### src/rtl/ternary_neuron_seq_pkg.sv
// Shared types and constants for the sequential ternary neuron.
// Holds the FSM state encoding, the output class codes and the popcount width.
package ternary_neuron_seq_pkg;

    localparam int unsigned BEAT_W = 19;
    localparam int unsigned PC_W   = 5;

    typedef enum logic [1:0] {
        StIdle,
        StPos,
        StNeg,
        StDone
    } state_e;

    localparam logic [1:0] CLS_POS  = 2'b01;
    localparam logic [1:0] CLS_ZERO = 2'b00;
    localparam logic [1:0] CLS_NEG  = 2'b11;

endpackage

### src/rtl/ternary_neuron_seq_popcount19_core.sv
// 19-input population count, exact or approximate, selected by PC_EXACT.
// Purely combinational; the neuron shares one instance across both passes.
module popcount19_core
    import ternary_neuron_seq_pkg::*;
#(
    parameter int unsigned PC_EXACT = 0
) (
    input  logic [BEAT_W-1:0] data_i,
    output logic [PC_W-1:0]   count_o
);

    if (PC_EXACT != 0) begin : g_exact
        always_comb begin
            count_o = '0;
            for (int i = 0; i < BEAT_W; i++) begin
                count_o = count_o + PC_W'(data_i[i]);
            end
        end
    end else begin : g_approx
        // Each bit pair counts as 2 when either bit is set; bit 18 counts alone.
        always_comb begin
            count_o = PC_W'(data_i[BEAT_W-1]);
            for (int i = 0; i < (BEAT_W - 1) / 2; i++) begin
                count_o = count_o + PC_W'({data_i[2*i] | data_i[2*i+1], 1'b0});
            end
        end
    end

endmodule

### src/rtl/ternary_neuron_seq.sv
// Sequential ternary neuron: per beat, popcount of the positive then negative mask
// is accumulated; the signed difference is thresholded into a ternary class.
module ternary_neuron_seq
    import ternary_neuron_seq_pkg::*;
#(
    parameter int unsigned NWORDS   = 4,
    parameter int unsigned ACC_W    = 7,
    parameter int unsigned PC_EXACT = 0
) (
    input  logic                    clk,
    input  logic                    rst_n,
    input  logic                    in_valid,
    output logic                    in_ready,
    input  logic [BEAT_W-1:0]       in_pos,
    input  logic [BEAT_W-1:0]       in_neg,
    input  logic                    in_last,
    input  logic signed [ACC_W:0]   thr_hi,
    input  logic signed [ACC_W:0]   thr_lo,
    output logic                    out_valid,
    input  logic                    out_ready,
    output logic signed [ACC_W:0]   out_sum,
    output logic [1:0]              out_class,
    output logic                    out_err
);

    localparam int unsigned SUM_W  = ACC_W + 1;
    localparam int unsigned CNT_W  = $clog2(NWORDS) + 1;
    localparam int unsigned WIDE_W = ACC_W + PC_W;
    localparam logic [ACC_W-1:0] ACC_MAX = '1;

    state_e                    state_q, state_d;
    logic [BEAT_W-1:0]         pos_q, pos_d;
    logic [BEAT_W-1:0]         neg_q, neg_d;
    logic                      last_q, last_d;
    logic signed [SUM_W-1:0]   thr_hi_q, thr_hi_d;
    logic signed [SUM_W-1:0]   thr_lo_q, thr_lo_d;
    logic [ACC_W-1:0]          acc_pos_q, acc_pos_d;
    logic [ACC_W-1:0]          acc_neg_q, acc_neg_d;
    logic [CNT_W-1:0]          cnt_q, cnt_d;
    logic signed [SUM_W-1:0]   sum_q, sum_d;
    logic [1:0]                class_q, class_d;
    logic                      err_q, err_d;

    logic [BEAT_W-1:0]         pc_in;
    logic [PC_W-1:0]           pc_cnt;

    function automatic logic [ACC_W-1:0] sat_add(input logic [ACC_W-1:0] acc,
                                                 input logic [PC_W-1:0]  pc);
        logic [WIDE_W-1:0] wide;
        wide = WIDE_W'(acc) + WIDE_W'(pc);
        if (wide > WIDE_W'(ACC_MAX)) begin
            return ACC_MAX;
        end
        return wide[ACC_W-1:0];
    endfunction

    // +1 wins over -1 when the thresholds overlap.
    function automatic logic [1:0] classify(input logic signed [SUM_W-1:0] s,
                                            input logic signed [SUM_W-1:0] hi,
                                            input logic signed [SUM_W-1:0] lo);
        if (s >= hi) begin
            return CLS_POS;
        end else if (s <= lo) begin
            return CLS_NEG;
        end
        return CLS_ZERO;
    endfunction

    // One popcount serves both passes; the mask follows the current state.
    assign pc_in = (state_q == StNeg) ? neg_q : pos_q;

    popcount19_core #(
        .PC_EXACT (PC_EXACT)
    ) u_popcount (
        .data_i  (pc_in),
        .count_o (pc_cnt)
    );

    always_comb begin
        state_d   = state_q;
        pos_d     = pos_q;
        neg_d     = neg_q;
        last_d    = last_q;
        thr_hi_d  = thr_hi_q;
        thr_lo_d  = thr_lo_q;
        acc_pos_d = acc_pos_q;
        acc_neg_d = acc_neg_q;
        cnt_d     = cnt_q;
        sum_d     = sum_q;
        class_d   = class_q;
        err_d     = err_q;

        unique case (state_q)
            StIdle: begin
                if (in_valid) begin
                    pos_d   = in_pos;
                    neg_d   = in_neg;
                    last_d  = in_last;
                    state_d = StPos;
                    if (cnt_q == '0) begin
                        thr_hi_d = thr_hi;
                        thr_lo_d = thr_lo;
                    end
                end
            end
            StPos: begin
                acc_pos_d = sat_add(acc_pos_q, pc_cnt);
                state_d   = StNeg;
            end
            StNeg: begin
                acc_neg_d = sat_add(acc_neg_q, pc_cnt);
                cnt_d     = cnt_q + CNT_W'(1);
                if (last_q || (cnt_q == CNT_W'(NWORDS - 1))) begin
                    state_d = StDone;
                    sum_d   = $signed({1'b0, acc_pos_q}) - $signed({1'b0, acc_neg_d});
                    class_d = classify(sum_d, thr_hi_q, thr_lo_q);
                    err_d   = ~last_q;
                end else begin
                    state_d = StIdle;
                end
            end
            StDone: begin
                if (out_ready) begin
                    state_d   = StIdle;
                    acc_pos_d = '0;
                    acc_neg_d = '0;
                    cnt_d     = '0;
                    sum_d     = '0;
                    class_d   = CLS_ZERO;
                    err_d     = 1'b0;
                end
            end
            default: begin
                state_d = StIdle;
            end
        endcase
    end

    always_ff @(posedge clk or negedge rst_n) begin
        if (!rst_n) begin
            state_q   <= StIdle;
            pos_q     <= '0;
            neg_q     <= '0;
            last_q    <= 1'b0;
            thr_hi_q  <= '0;
            thr_lo_q  <= '0;
            acc_pos_q <= '0;
            acc_neg_q <= '0;
            cnt_q     <= '0;
            sum_q     <= '0;
            class_q   <= CLS_ZERO;
            err_q     <= 1'b0;
        end else begin
            state_q   <= state_d;
            pos_q     <= pos_d;
            neg_q     <= neg_d;
            last_q    <= last_d;
            thr_hi_q  <= thr_hi_d;
            thr_lo_q  <= thr_lo_d;
            acc_pos_q <= acc_pos_d;
            acc_neg_q <= acc_neg_d;
            cnt_q     <= cnt_d;
            sum_q     <= sum_d;
            class_q   <= class_d;
            err_q     <= err_d;
        end
    end

    // Ready and valid decode registered state only, so out_ready never reaches in_ready.
    assign in_ready  = (state_q == StIdle);
    assign out_valid = (state_q == StDone);
    assign out_sum   = sum_q;
    assign out_class = class_q;
    assign out_err   = err_q;

endmodule

### config.mk
export PLATFORM = sky130hd
export DESIGN_NAME = ternary_neuron_seq
export DESIGN_NICKNAME = d
export VERILOG_FILES = /design/src/rtl/ternary_neuron_seq_pkg.sv /design/src/rtl/ternary_neuron_seq_popcount19_core.sv /design/src/rtl/ternary_neuron_seq.sv
export SDC_FILE = /design/constraint.sdc
export NUM_CORES = 1
export LEC_CHECK = 0
export CAP_MARGIN = 40
export CORE_MARGIN = 4
export CORE_UTILIZATION = 45
export CTS_CLUSTER_SIZE = 10
export DETAILED_ROUTE_END_ITERATION = 7
export GPL_ROUTABILITY_DRIVEN = 1
export PLACE_DENSITY = 0.64
export SYNTH_ARGS = -nofsm -noshare
export SYNTH_HDL_FRONTEND = slang
export SYNTH_SLANG_ARGS = --single-unit
### constraint.sdc
create_clock -name clk -period 14.09 [get_ports clk]
set_input_delay 2.818 -clock clk [delete_from_list [all_inputs] [get_ports clk]]
set_output_delay 2.818 -clock clk [all_outputs]
set_load 0.03 [all_outputs]
## Word level (Yosys, flattened, before mapping)

Index checks and enable logic that the tools add are counted.

| word-level totals | value |
|---|---|
| flip-flop bits (word level) | 85 |
| output and inout bits | 13 |
| word-level logic and storage cells | 91 |

| cells by class | value |
|---|---|
| add/subtract/negate cells | 13 |
| $lt $le $gt $ge | 4 |
| eq/ne operators | 7 |
| mux-type cells | 34 |
| bitwise operators | 10 |
| reductions and logical operators | 11 |

Operators with widths:

| cell | number |
|---|---|
| $mux 7 | 6 |
| $add 5x2->5 | 8 |
| $pmux 7 s2 | 2 |
| $mux 19 | 1 |
| $add 7x5->8 | 2 |
| $gt 8x7->1 const B | 2 |
| $mux 8 | 2 |
| $pmux 8 s2 | 1 |
| $mux 2 | 7 |
| $mux 1 | 10 |
| $or 1x1->1 | 9 |
| $ge 8x8->1 | 1 |
| $le 8x8->1 | 1 |
| $pmux 2 s4 | 1 |
| $reduce_and 2->1 | 4 |
| $sub 7x7->8 | 1 |
| $pmux 3 s2 | 1 |
| $reduce_and 3->1 | 2 |
| $eq 2x2->1 const B | 2 |
| $ne 2x1->1 const B | 2 |
| $pmux 2 s2 | 1 |
| $reduce_bool 2->1 | 2 |
| $add 1x2->3 | 1 |
| $add 3x1->3 const B | 1 |
| other kinds (9) | 9 |

## Depth between registers and ports, before layout

| logic depth | value |
|---|---|
| word-level depth | 27 |
| depth in mapped cells | 34 |
| gate-level depth less buffers | 32 |

## By module

From an unflattened synthesis, not the netlist that was laid out.

| second synthesis, totals | value |
|---|---|
| cells, all modules | 485 |
| area total of the unflattened synthesis | 5089.9 sq um |

Modules (own cells, without submodules):

| module | instances | cells each | area an instance (sq um) | seq. area each (sq um) |
|---|---|---|---|---|
| ternary_neuron_seq | 1 | 447 | 4769.6 | 2127.0 |
| popcount19_core | 1 | 38 | 320.3 | 0.0 |

## Worst setup path before layout

Ideal clock, no wire load.

| timing path | value |
|---|---|
| path kind | register to register |
| start | register state_q[0] |
| end | register class_q[0], in the netlist out_class[0] |
| data arrival time | 7.089 ns |
| required time | 13.964 ns |
| slack | 6.875 ns |
| stages on the path, launching flop included | 33 |
| buffers on the path | 3 |
| period minus slack after synthesis | 7.215 ns |
| path through | dfrtp_1 -> buf_2 -> nand2b_1 -> clkbuf_1 -> buf_2 -> a21oi_1 -> fa_1 -> ha_1 -> ha_1 -> inv_1 -> fa_1 -> inv_1 -> ha_1 -> fa_1 -> xor2_1 -> ha_1 -> o21ai_0 -> o21bai_1 -> a21o_1 -> a31oi_1 -> inv_1 -> ha_1 -> fa_1 -> nor2b_4 -> o31a_1 -> o21a_1 -> or3_1 -> and2_2 -> ha_1 -> a2111oi_0 -> o32a_1 -> nor2_1 -> a221o_1 |

| between the ends | value |
|---|---|
| word-level cells in the longest chain between the ends | 27 |
| elaborated cells on any way between the ends | 42 |
| classes of those cells | add/sub (11); order compare (3); eq/ne (4); mux (13); bitwise (9); reduce/logical (2) |

RTL lines:

| what | line | text |
|---|---|---|
| start: declaration | ternary_neuron_seq.sv:31 | `state_e state_q, state_d;` |
| start signal: assignment | ternary_neuron_seq.sv:141 | `state_q <= StIdle;` |
| start signal: assignment | ternary_neuron_seq.sv:154 | `state_q <= state_d;` |
| $eq 2x2->1 | ternary_neuron_seq.sv:70, ternary_neuron_seq.sv:93 |  |
| $mux 19 | ternary_neuron_seq.sv:70 | `assign pc_in = (state_q == StNeg) ? neg_q : pos_q;` |
| $or 1x1->1 | ternary_neuron_seq_popcount19_core.sv:24 | `count_o = count_o + PC_W'({data_i[2*i] \| data_i[2*i+1], 1'b0});` |
| $add 1x2->3 | ternary_neuron_seq_popcount19_core.sv:24 |  |
| $add 5x2->5 (8 in a row) | ternary_neuron_seq_popcount19_core.sv:24 |  |
| $add 7x5->8 | ternary_neuron_seq.sv:50 | `wide = WIDE_W'(acc) + WIDE_W'(pc);` |
| $gt 8x7->1 | ternary_neuron_seq.sv:51 | `if (wide > WIDE_W'(ACC_MAX)) begin` |
| $mux 1 | ternary_neuron_seq.sv:51 |  |
| [... 4 more ...] | - |  |
| $le 8x8->1 | ternary_neuron_seq.sv:63 | `end else if (s <= lo) begin` |
| $mux 1 | ternary_neuron_seq.sv:63 |  |
| $mux 1 | ternary_neuron_seq.sv:61 | `if (s >= hi) begin` |
| $mux 1 | ternary_neuron_seq.sv:113 | `if (last_q \|\| (cnt_q == CNT_W'(NWORDS - 1))) begin` |
| $mux 1 | ternary_neuron_seq.sv:93 | `unique case (state_q)` |
| $mux 2 | ternary_neuron_seq.sv:66 | `return CLS_ZERO;` |
| $mux 2 | ternary_neuron_seq.sv:113 |  |
| $pmux 2 s2 | ternary_neuron_seq.sv:93 |  |
| end signal: assignment | ternary_neuron_seq.sv:164 | `class_q <= class_d;` |
| end: declaration | ternary_neuron_seq.sv:41 | `logic [1:0] class_q, class_d;` |

Several ways; a longest one is shown, not always the timed one. The select of a mux whose other input is x is not followed.
A chain may end at the register's enable or synchronous reset.

## Worst setup path in the final report

Ends and elaborated chain as after synthesis.

==> metrics.yaml <==
routing:
  vias_per_cell: 5.28
  routedWlPerCell_um: 16.2
  wirelength_um: 10500
  final_antenna_net_count: 0
  drt_iter0_drc: 102
  drc: 0
  first_pass_iters: 4
  vias: 3425
sta:
  finClkSkew_ns: 0.00833
  finalCriticalPeriod_ns: 8.08
  hold_viol: 0
  tightest_slew_ns: 0.877
  slew_headroom_pct: 41.6
  period_share_pct: 57.4
  setup_tns_ns: 0
  max_freq_mhz: 124
  drv_slew: 0
  rsz0062_at_grt: "false"
  setup_viol: 0
min_path:
  hold_path_class: "flip-flop to flip-flop"
  min_from: "acc_neg_q[4]$_DFFE_PN0P_"
  holdPathStages: 2
critical_path:
  path_common_cell: "ha_1"
  critPathCaptureType: "flip-flop"
  r2r-start: "state_q[0]$_DFFE_PN0P_"
  startpoint: "state_q[0]$_DFFE_PN0P_"
  cp_max_fo: 24
  crit_type: "flip-flop to flip-flop"
  cp.arrival_ns: 8.34
  crit_slowest_cell: "nand2b_1"
  start_kind: "flip-flop"
  cpPeakStageDelay_ns: 0.60
  required_ns: 14.35
  rr_worst_depth: 28
synthesis:
  syn_area_per_cell_um2: 11.1
  synth.most_common_cell: "dfrtp_1"
  synth_edf_count: 0
  synth_top_cells_by_area: "dfrtp_1 (44%), mux2_2 (13%), ha_1 (11%)"
  ys_ff_latch: 85
  ys_warn_count: 0
  synthTopCellsByCount: "dfrtp_1 (85), mux2_2 (55), ha_1 (44)"
  netlist-cell-type-count: 45
  synth_cells: 437
  synth_area_leader_cell: "dfrtp_1"
  ys.flop_type: "dfrtp_1"
  synth_nets: 548
  async_flop_share_pct: 100
  syn_area_um2: 4850
  synth_top_area_share_pct: 43.8
  ys_seq_area_share_pct: 43.8
cts:
  clk-insertion-delay-late_ns: 0.36
  ctsResizeCount: 0
  cts_root_buffer: "clkbuf_8"
  clkTransAtPathRegs_ns: 0.10
  numClockSinks: 85
  post_cts_buffers: 0
  clock_path_buffers: 2
  cts_hold_buf: 0
  cts_buffers: 9
  cts_tree: "built"
  htreeDepth: 3
floorplanning:
  rows: 37
  ios: 72
  coreArea_um2: 10400
  dieArea_um2: 12500
  die_h_um: 112
  die_w_um: 112
  start_util_pct: 46.6
global_route:
  antenna_found_initial: 0
  grt_util_all_layers_pct: 17.4
  overflow: 0
  grt_pass1_vias: 3586
  grt_pass1_wl_um: 17700
  grt_max_degree: 56
run:
  max_cap_violations: 0
placement:
  hpwlAfterDp_um: 8040
  port_buffers: 71
  globalplace.congestion: 0.834
layout:
  nFillCells: 908
  multiInputGateArea_um2: 2500
  drive_above_1_share_pct: 16.2
  antenna_cells: 0
  final_nets: 619
  regArea_um2: 2130
  syn_to_final_growth_pct: 21.7
status:
  status: "finished clean"
-- metrics by stage --
step	setup slack (ns)	hold slack [ns]	area (um^2)	utilization [%]	cells
2_1_floorplan	6.88	0.456	4850	-	437
3_3_place_gp	6.28	0.471	5670	54.5	632
3_5_place_dp	6.05	0.477	5690	54.7	633
4_1_cts	6.01	0.500	5910	56.7	649
5_1_grt	5.45	0.529	5910	56.7	649
6_report	6.01	0.491	5910	56.7	649
-- cells by family after synthesis --
kind of cell,share of synthesized area (%)
compound gates,14.3
buf+inv,4.62
xor+xnor,1.44
simple gates,8.02
flops,43.8
mux,13.2
fa+ha+maj,14.6
-- per-layer routing --
layer | GRT usage, % | wire (um)
met5 | 0 | 0
met4 | 6.00 | 175
met3 | 2.77 | 355
met2 | 27.1 | 4830
met1 | 24.8 | 5130
-- final cells by class --
class / instances / area share (%)
multi-input cells: 298 / 42.4
flip-flops and latches: 85 / 36.0
repair buffers: 74 / 12.6
well taps: 136 / 2.88
inverters: 40 / 2.54
clock buffers: 9 / 2.10
clock inverters: 7 / 1.53
-- layout by cell type, fill, tap and decap left out, types with 6 or more instances in the layout --
cell             instances
fa_1                     8
nor2_1                  21
ha_1                    44
nand2_1                 20
xnor2_1                  7
o21ai_0                 24
nor3_1                   7
nand2b_1                 6
mux2_2                  55
clkdlybuf4s50_1         70
o21a_1                   8
a31oi_1                  6
inv_1                   40
a21o_1                   9
nor2b_1                  6
dfrtp_1                 85
o31ai_1                  6
a21oi_1                 22
clkbuf_8                 9
-- flip-flops by register name (all words and copies together) (netlist names), 3 cells and up --
signal,count
pos_q,19
thr_hi_q,8
out_sum,8
acc_pos_q,7
thr_lo_q,8
acc_neg_q,7
neg_q,19
cnt_q,3
-- worst paths after layout --
| path | endpoint | slack (ns) |
|---|---|---|
| worst max-delay path | out_class[0]$_DFFE_PN0P_ | 6.01 |
| worst min-delay path | acc_neg_q[4]$_DFFE_PN0P_ | 0.49 |
| worst max register to register | out_class[0]$_DFFE_PN0P_ | 6.01 |
| worst min register to register | acc_neg_q[4]$_DFFE_PN0P_ | 0.49 |
| max in group asynchronous | neg_q[12]$_DFFE_PN0P_ | 10.67 |
| min in group asynchronous | thr_hi_q[6]$_DFFE_PN0P_ | 2.37 |
-- worst max-delay path, delay by kind of cell (launching register included) --
kind	cells	cell delay [ns]
AND/OR/NAND/NOR	4	1.28
buffers and inverters	3	0.16
adder cells (fa/ha/maj)	9	3.09
flip-flops	1	0.49
AO/OA/AOI/OAI	12	2.94
Power is not shown: default switching activity piles up to over one toggle a cycle in this logic, so the estimate is an artifact.
